### config.mk
export PLATFORM = sky130hd
export DESIGN_NAME = wb_fifo_writer_v2
export DESIGN_NICKNAME = d
export VERILOG_FILES = /design/src/rtl/wb_fifo_writer_v2.sv
export SDC_FILE = /design/constraint.sdc
export NUM_CORES = 1
export LEC_CHECK = 0
export CAP_MARGIN = 0
export CORE_ASPECT_RATIO = 0.6
export CORE_UTILIZATION = 19
export CTS_CLUSTER_SIZE = 40
export DETAILED_ROUTE_END_ITERATION = 6
export PLACE_DENSITY = 0.94
export SLEW_MARGIN = 10
export SYNTH_ARGS = -nofsm -noshare
export SYNTH_HDL_FRONTEND = slang
export SYNTH_SLANG_ARGS = --single-unit
export TNS_END_PERCENT = 100
### constraint.sdc
create_clock -name clk_i -period 1.75 [get_ports clk_i]
set_input_delay 0.35 -clock clk_i [delete_from_list [all_inputs] [get_ports clk_i]]
set_output_delay 0.35 -clock clk_i [all_outputs]
set_load 0.005 [all_outputs]
### src/rtl/wb_fifo_writer_v2.sv
// wb_fifo_writer_v2 -- Wishbone-to-FIFO write bridge.
//
// Data-port writes push DAT_W-bit words into a FIFO write port. A second 32-bit
// Wishbone port returns a status word and accepts a clear command.
//
// Status word layout:
//   [0]         FIFO full
//   [ADR_W+1:1] FIFO fill level
//   [23]        irq_o (0 when the interrupt is not built)
//   [24]        sticky overflow
//   [31:25]     drop counter, low 7 bits
// Writing 1 to bit 0 of the status port clears the overflow flag and the drop counter.
//
// Build option: define WBFW_IRQ_EN to add the registered irq_o output and status bit 23.
//
// Ports:
//   clk_i, rst_ni                            clock, asynchronous active-low reset
//   wbd_dat_i, wbd_we_i, wbd_cyc_i,
//   wbd_stb_i, wbd_ack_o                     data-port Wishbone slave
//   wbs_dat_i, wbs_we_i, wbs_cyc_i,
//   wbs_stb_i, wbs_ack_o, wbs_dat_o          status-port Wishbone slave
//   wr_dat_o, wr_ena_o, wr_full_i, wr_num_i  FIFO write port
//   irq_o                                    interrupt (WBFW_IRQ_EN only)
module wb_fifo_writer_v2 #(
   parameter int unsigned DAT_W         = 32,
   parameter int unsigned ADR_W         = 4,
   parameter bit          BLOCK_ON_FULL = 1'b1,
   parameter int unsigned IRQ_LVL       = 0
) (
   input  logic             clk_i,
   input  logic             rst_ni,
   input  logic [DAT_W-1:0] wbd_dat_i,
   input  logic             wbd_we_i,
   input  logic             wbd_cyc_i,
   input  logic             wbd_stb_i,
   output logic             wbd_ack_o,
   input  logic [31:0]      wbs_dat_i,
   input  logic             wbs_we_i,
   input  logic             wbs_cyc_i,
   input  logic             wbs_stb_i,
   output logic             wbs_ack_o,
   output logic [31:0]      wbs_dat_o,
   output logic [DAT_W-1:0] wr_dat_o,
   output logic             wr_ena_o,
   input  logic             wr_full_i,
   input  logic [ADR_W:0]   wr_num_i
`ifdef WBFW_IRQ_EN
   ,
   output logic             irq_o
`endif
);

   typedef enum logic [2:0] {
      StIdle,
      StWait,
      StAckWr,
      StAckRd,
      StAckDrop
   } state_e;

   state_e     state_q, state_d;
   logic       wbs_ack_q, wbs_ack_d;
   logic       ovf_q, ovf_d;
   logic [7:0] drop_cnt_q, drop_cnt_d;

   logic       data_req;
   logic       stat_req;
   logic       stat_clr;
   logic       drop;
   logic [7:0] cnt_base;
   logic [31:0] stat;

   assign data_req = wbd_cyc_i & wbd_stb_i;
   assign stat_req = wbs_cyc_i & wbs_stb_i;

   // Data-port FSM.
   always_comb begin
      state_d = state_q;
      unique case (state_q)
         StIdle: begin
            if (data_req) begin
               if (!wbd_we_i)          state_d = StAckRd;
               else if (!wr_full_i)    state_d = StAckWr;
               else if (BLOCK_ON_FULL) state_d = StWait;
               else                    state_d = StAckDrop;
            end
         end
         StWait: begin
            // Master abandoning the cycle while we stall: no push, no ack.
            if (!data_req)       state_d = StIdle;
            else if (!wr_full_i) state_d = StAckWr;
         end
         StAckWr, StAckRd, StAckDrop: state_d = StIdle;
         default: state_d = StIdle;
      endcase
   end

   assign wbd_ack_o = (state_q == StAckWr) | (state_q == StAckRd) | (state_q == StAckDrop);
   assign wr_ena_o  = (state_q == StAckWr);
   assign wr_dat_o  = wbd_dat_i;

   // Status ack: one-cycle pulse, then held low for a cycle before the next one.
   assign wbs_ack_d = stat_req & ~wbs_ack_q;
   assign wbs_ack_o = wbs_ack_q;

   // Clear and drop in the same cycle: the clear lands first, then the drop counts.
   assign stat_clr = wbs_ack_q & stat_req & wbs_we_i & wbs_dat_i[0];
   assign drop     = (state_q == StAckDrop);

   always_comb begin
      cnt_base   = stat_clr ? 8'd0 : drop_cnt_q;
      drop_cnt_d = cnt_base;
      if (drop && (cnt_base != 8'hFF)) drop_cnt_d = cnt_base + 8'd1;
      ovf_d = (ovf_q & ~stat_clr) | drop;
   end

   always_ff @(posedge clk_i or negedge rst_ni) begin
      if (!rst_ni) begin
         state_q    <= StIdle;
         wbs_ack_q  <= 1'b0;
         ovf_q      <= 1'b0;
         drop_cnt_q <= 8'd0;
      end else begin
         state_q    <= state_d;
         wbs_ack_q  <= wbs_ack_d;
         ovf_q      <= ovf_d;
         drop_cnt_q <= drop_cnt_d;
      end
   end

`ifdef WBFW_IRQ_EN
   localparam int FifoCap = 1 << ADR_W;

   logic irq_q, irq_d;

   // Free space compared as signed so an over-range fill level cannot wrap.
   assign irq_d = ovf_q | ((FifoCap - int'(wr_num_i)) > int'(IRQ_LVL));
   assign irq_o = irq_q;

   always_ff @(posedge clk_i or negedge rst_ni) begin
      if (!rst_ni) irq_q <= 1'b0;
      else         irq_q <= irq_d;
   end
`else
   logic unused_irq_lvl;
   assign unused_irq_lvl = ^IRQ_LVL;
`endif

   always_comb begin
      stat              = '0;
      stat[0]           = wr_full_i;
      stat[ADR_W+1:1]   = wr_num_i;
      stat[24]          = ovf_q;
      stat[31:25]       = drop_cnt_q[6:0];
`ifdef WBFW_IRQ_EN
      stat[23]          = irq_q;
`endif
   end

   assign wbs_dat_o = stat;

   logic unused_wbs_dat;
   assign unused_wbs_dat = ^wbs_dat_i[31:1];

endmodule

==> reports/metrics.cfg <==
[synth]
synthDistinctLibCells = 12
synth_top_family_by_area = buffers and inverters
yosysTopAreaCell = buf_4
synth_compound_area_share_pct = 3.09
synthXorXnorAreaFrac_pct = 0
synth_mux_area_share_pct = 0
synth_area_sq_um = 647
yosys.area.top_type_share_pct = 74.3
yosys_warnings = 0
synth_seq_cells = 4
yosys-top-cells-area = buf_4, dfrtp_1, and4b_1
yosys.area_share.simple_pct = 6.00
syn_avg_cell_area_sq_um = 8.19
synthAdderAreaFrac_pct = 0
yosysSeqAreaShare_pct = 15.5
netlist_instances = 79

[place]
hpwl_microns = 800
portBuffers = 14
gp_congestion = 0.577
numPlacedInstances = 94

[timing]
min_period_ns = 1.70
finalHoldViolCount = 0
slew_viol_final = 0
rsz0062_at_grt = no
clock_skew_ns = 0.0000605
min_period_over_period_pct = 97.3
fmax_ghz = 0.587
setup_viol = 0
setup-tns-final_ns = 0

[hold_path]
min_path_type = in -> async

[clock_tree]
htree_num_levels = 1
cts_buffers = 3
clock_path_buffers = 2
cts.clk_slew.worst_paths_ns = 0.03
clk_root_buffer_cell = clkbuf_8
ctsResizeCount = 0
clk_latency_ns = 0.21
holdBufCountCts = 0
cts_tree = yes
postCtsSetupBuffers = 0
cts_sinks = 4

[routing]
wl_per_cell_microns = 9.56
drt-initial-drc-count = 0
wl_microns = 927
drcViolationCount = 0
detail-route-antenna-nets = 0
vias_per_cell = 2.88
vias = 279
firstDrtPassIters = 1

[layout]
stdcell_count = 97
area_growth_pct = -24.8
multi_input_area_sq_um = 153
seq_area_sq_um = 100
fin_nets = 135
layout-drive-gt1-share_pct = 5.45
num-fill-cells = 351
diodes = 0

[die]
rows = 15
die_w_microns = 77.3
pin_count = 145
dieArea_sq_um = 3650
die_h_microns = 47.2
core_sq_um = 3040
start_util_pct = 21.3

[critical_path]
cp-startpoint = wr_full_i
critPathBufInv = 2
r2r_start = state_q[0]
reg2reg_to = state_q[1]
endpoint = wbs_dat_o[0]
path_common_cell = clkdlybuf4s50_1
crit_arrival_ns = 1.35
worst-path-stages = 2
crit_fanout = 3
cp_cell_sequence = clkdlybuf4s50_1, clkdlybuf4s50_1
path_class = in -> out
worst_ep_required_time_ns = 1.40
slowest_delay_ns = 0.51
ff2ff_setup_slack_ns = 0.98
end_kind = primary output
crit_path_start_kind = input port
crit_slowest_cell = clkdlybuf4s50_1
worstRegToRegCells = 2
cpLargestDelayFamily = buffers and inverters

[pwr]
total_power_uw = 344
ir_drop_v = 0.000190
leakagePower_nw = 0.236
pwr_density_cell_nw_per_um2 = 707

[global_route]
antenna_found_initial = 0
grt_pass1_vias = 239
grt_max_degree = 5
overflow = 0
grt_pass1_wl_mm = 1.26
grt_usage_pct = 5.16

[run]
max-cap-violations = 0

[status]
status = finished clean

[per-layer routing]
layer	wire, microns	vias up	part of all wire, %	track usage (%)
li1	-	106	-	-
met1	278	133	30	3.97
met2	407	38	44	6.37
met3	228	2	25	7.96
met4	12	0	1.3	2.64
met5	0	-	0	0
[sequential cells by signal, indices dropped and copies added (netlist names)]
| signal | flops |
|---|---|
| wbs_ack_o | 1 |
| state_q | 2 |
| ovf_q | 1 |
[cell families after synthesis]
kind of cell	Yosys count
buffers and inverters	65
and+or+nand+nor	6
DFF	4
AOI/OAI and AO/OA	3
other	1
[how the worst min path moves through the flow]
stage / from / end / slack, ns
5_1_grt: rst_ni / state_q[0] / 0.36
3_3_place_gp: wbs_ack_o / wbs_ack_o / 0.44
3_5_place_dp: wbs_ack_o / wbs_ack_o / 0.45
2_1_floorplan: rst_ni / ovf_q / 0.05
4_1_cts: rst_ni / state_q[0] / 0.36
6_report: rst_ni / state_q[0] / 0.35
[cell type report]
class	count	area share, %
clock buffers	3	8.48
well taps	42	10.8
repair buffers	14	28.8
flip-flops and latches	4	20.6
multi-input cells	34	31.4
[report_power, final]
part           switching [mW]  internal (mW)
Combinational          0.0237         0.0299
Clock                  0.0441          0.146
Sequential            0.00320         0.0970
Total                  0.0710          0.273
[worst register-to-register path, cell delays in order, from the launching register on]
cell and delay (ns):
dfrtp_1 0.39, o21ai_1 0.12, and4b_1 0.20
[cells in the final DEF, fill, tap and decap left out, drive strengths merged]
cell,synthesis,layout
and4b,2,2
clkbuf,1,3
clkdlybuf4s50,0,14
conb,1,25
dfrtp,4,4
nand2,1,1
nand3,1,1
nor2,1,1
nor2b,1,1
o21a,1,1
o21ai,1,1
o21bai,1,1
[cell usage after synthesis]
cell type / number
clkbuf_1: 1
and4b_1: 2
conb_1: 1
o21a_1: 1
o21ai_1: 1
nor2_1: 1
dfrtp_1: 4
buf_4: 64
nand3_1: 1
o21bai_1: 1
nor2b_1: 1
nand2_1: 1
[through the flow]
stage	utilization (%)	hold WS, ns	worst slack [ns]	area (sq um)
final	16.0	0.352	0.0464	487
after global routing	16.0	0.364	0.0262	487
after CTS	16.0	0.359	0.0509	487
after detailed placement	14.7	0.451	0.0486	445
after global placement	14.7	0.444	0.0595	445
after floorplan	-	0.0544	0.902	737
Power figures use the tool's default switching activity.
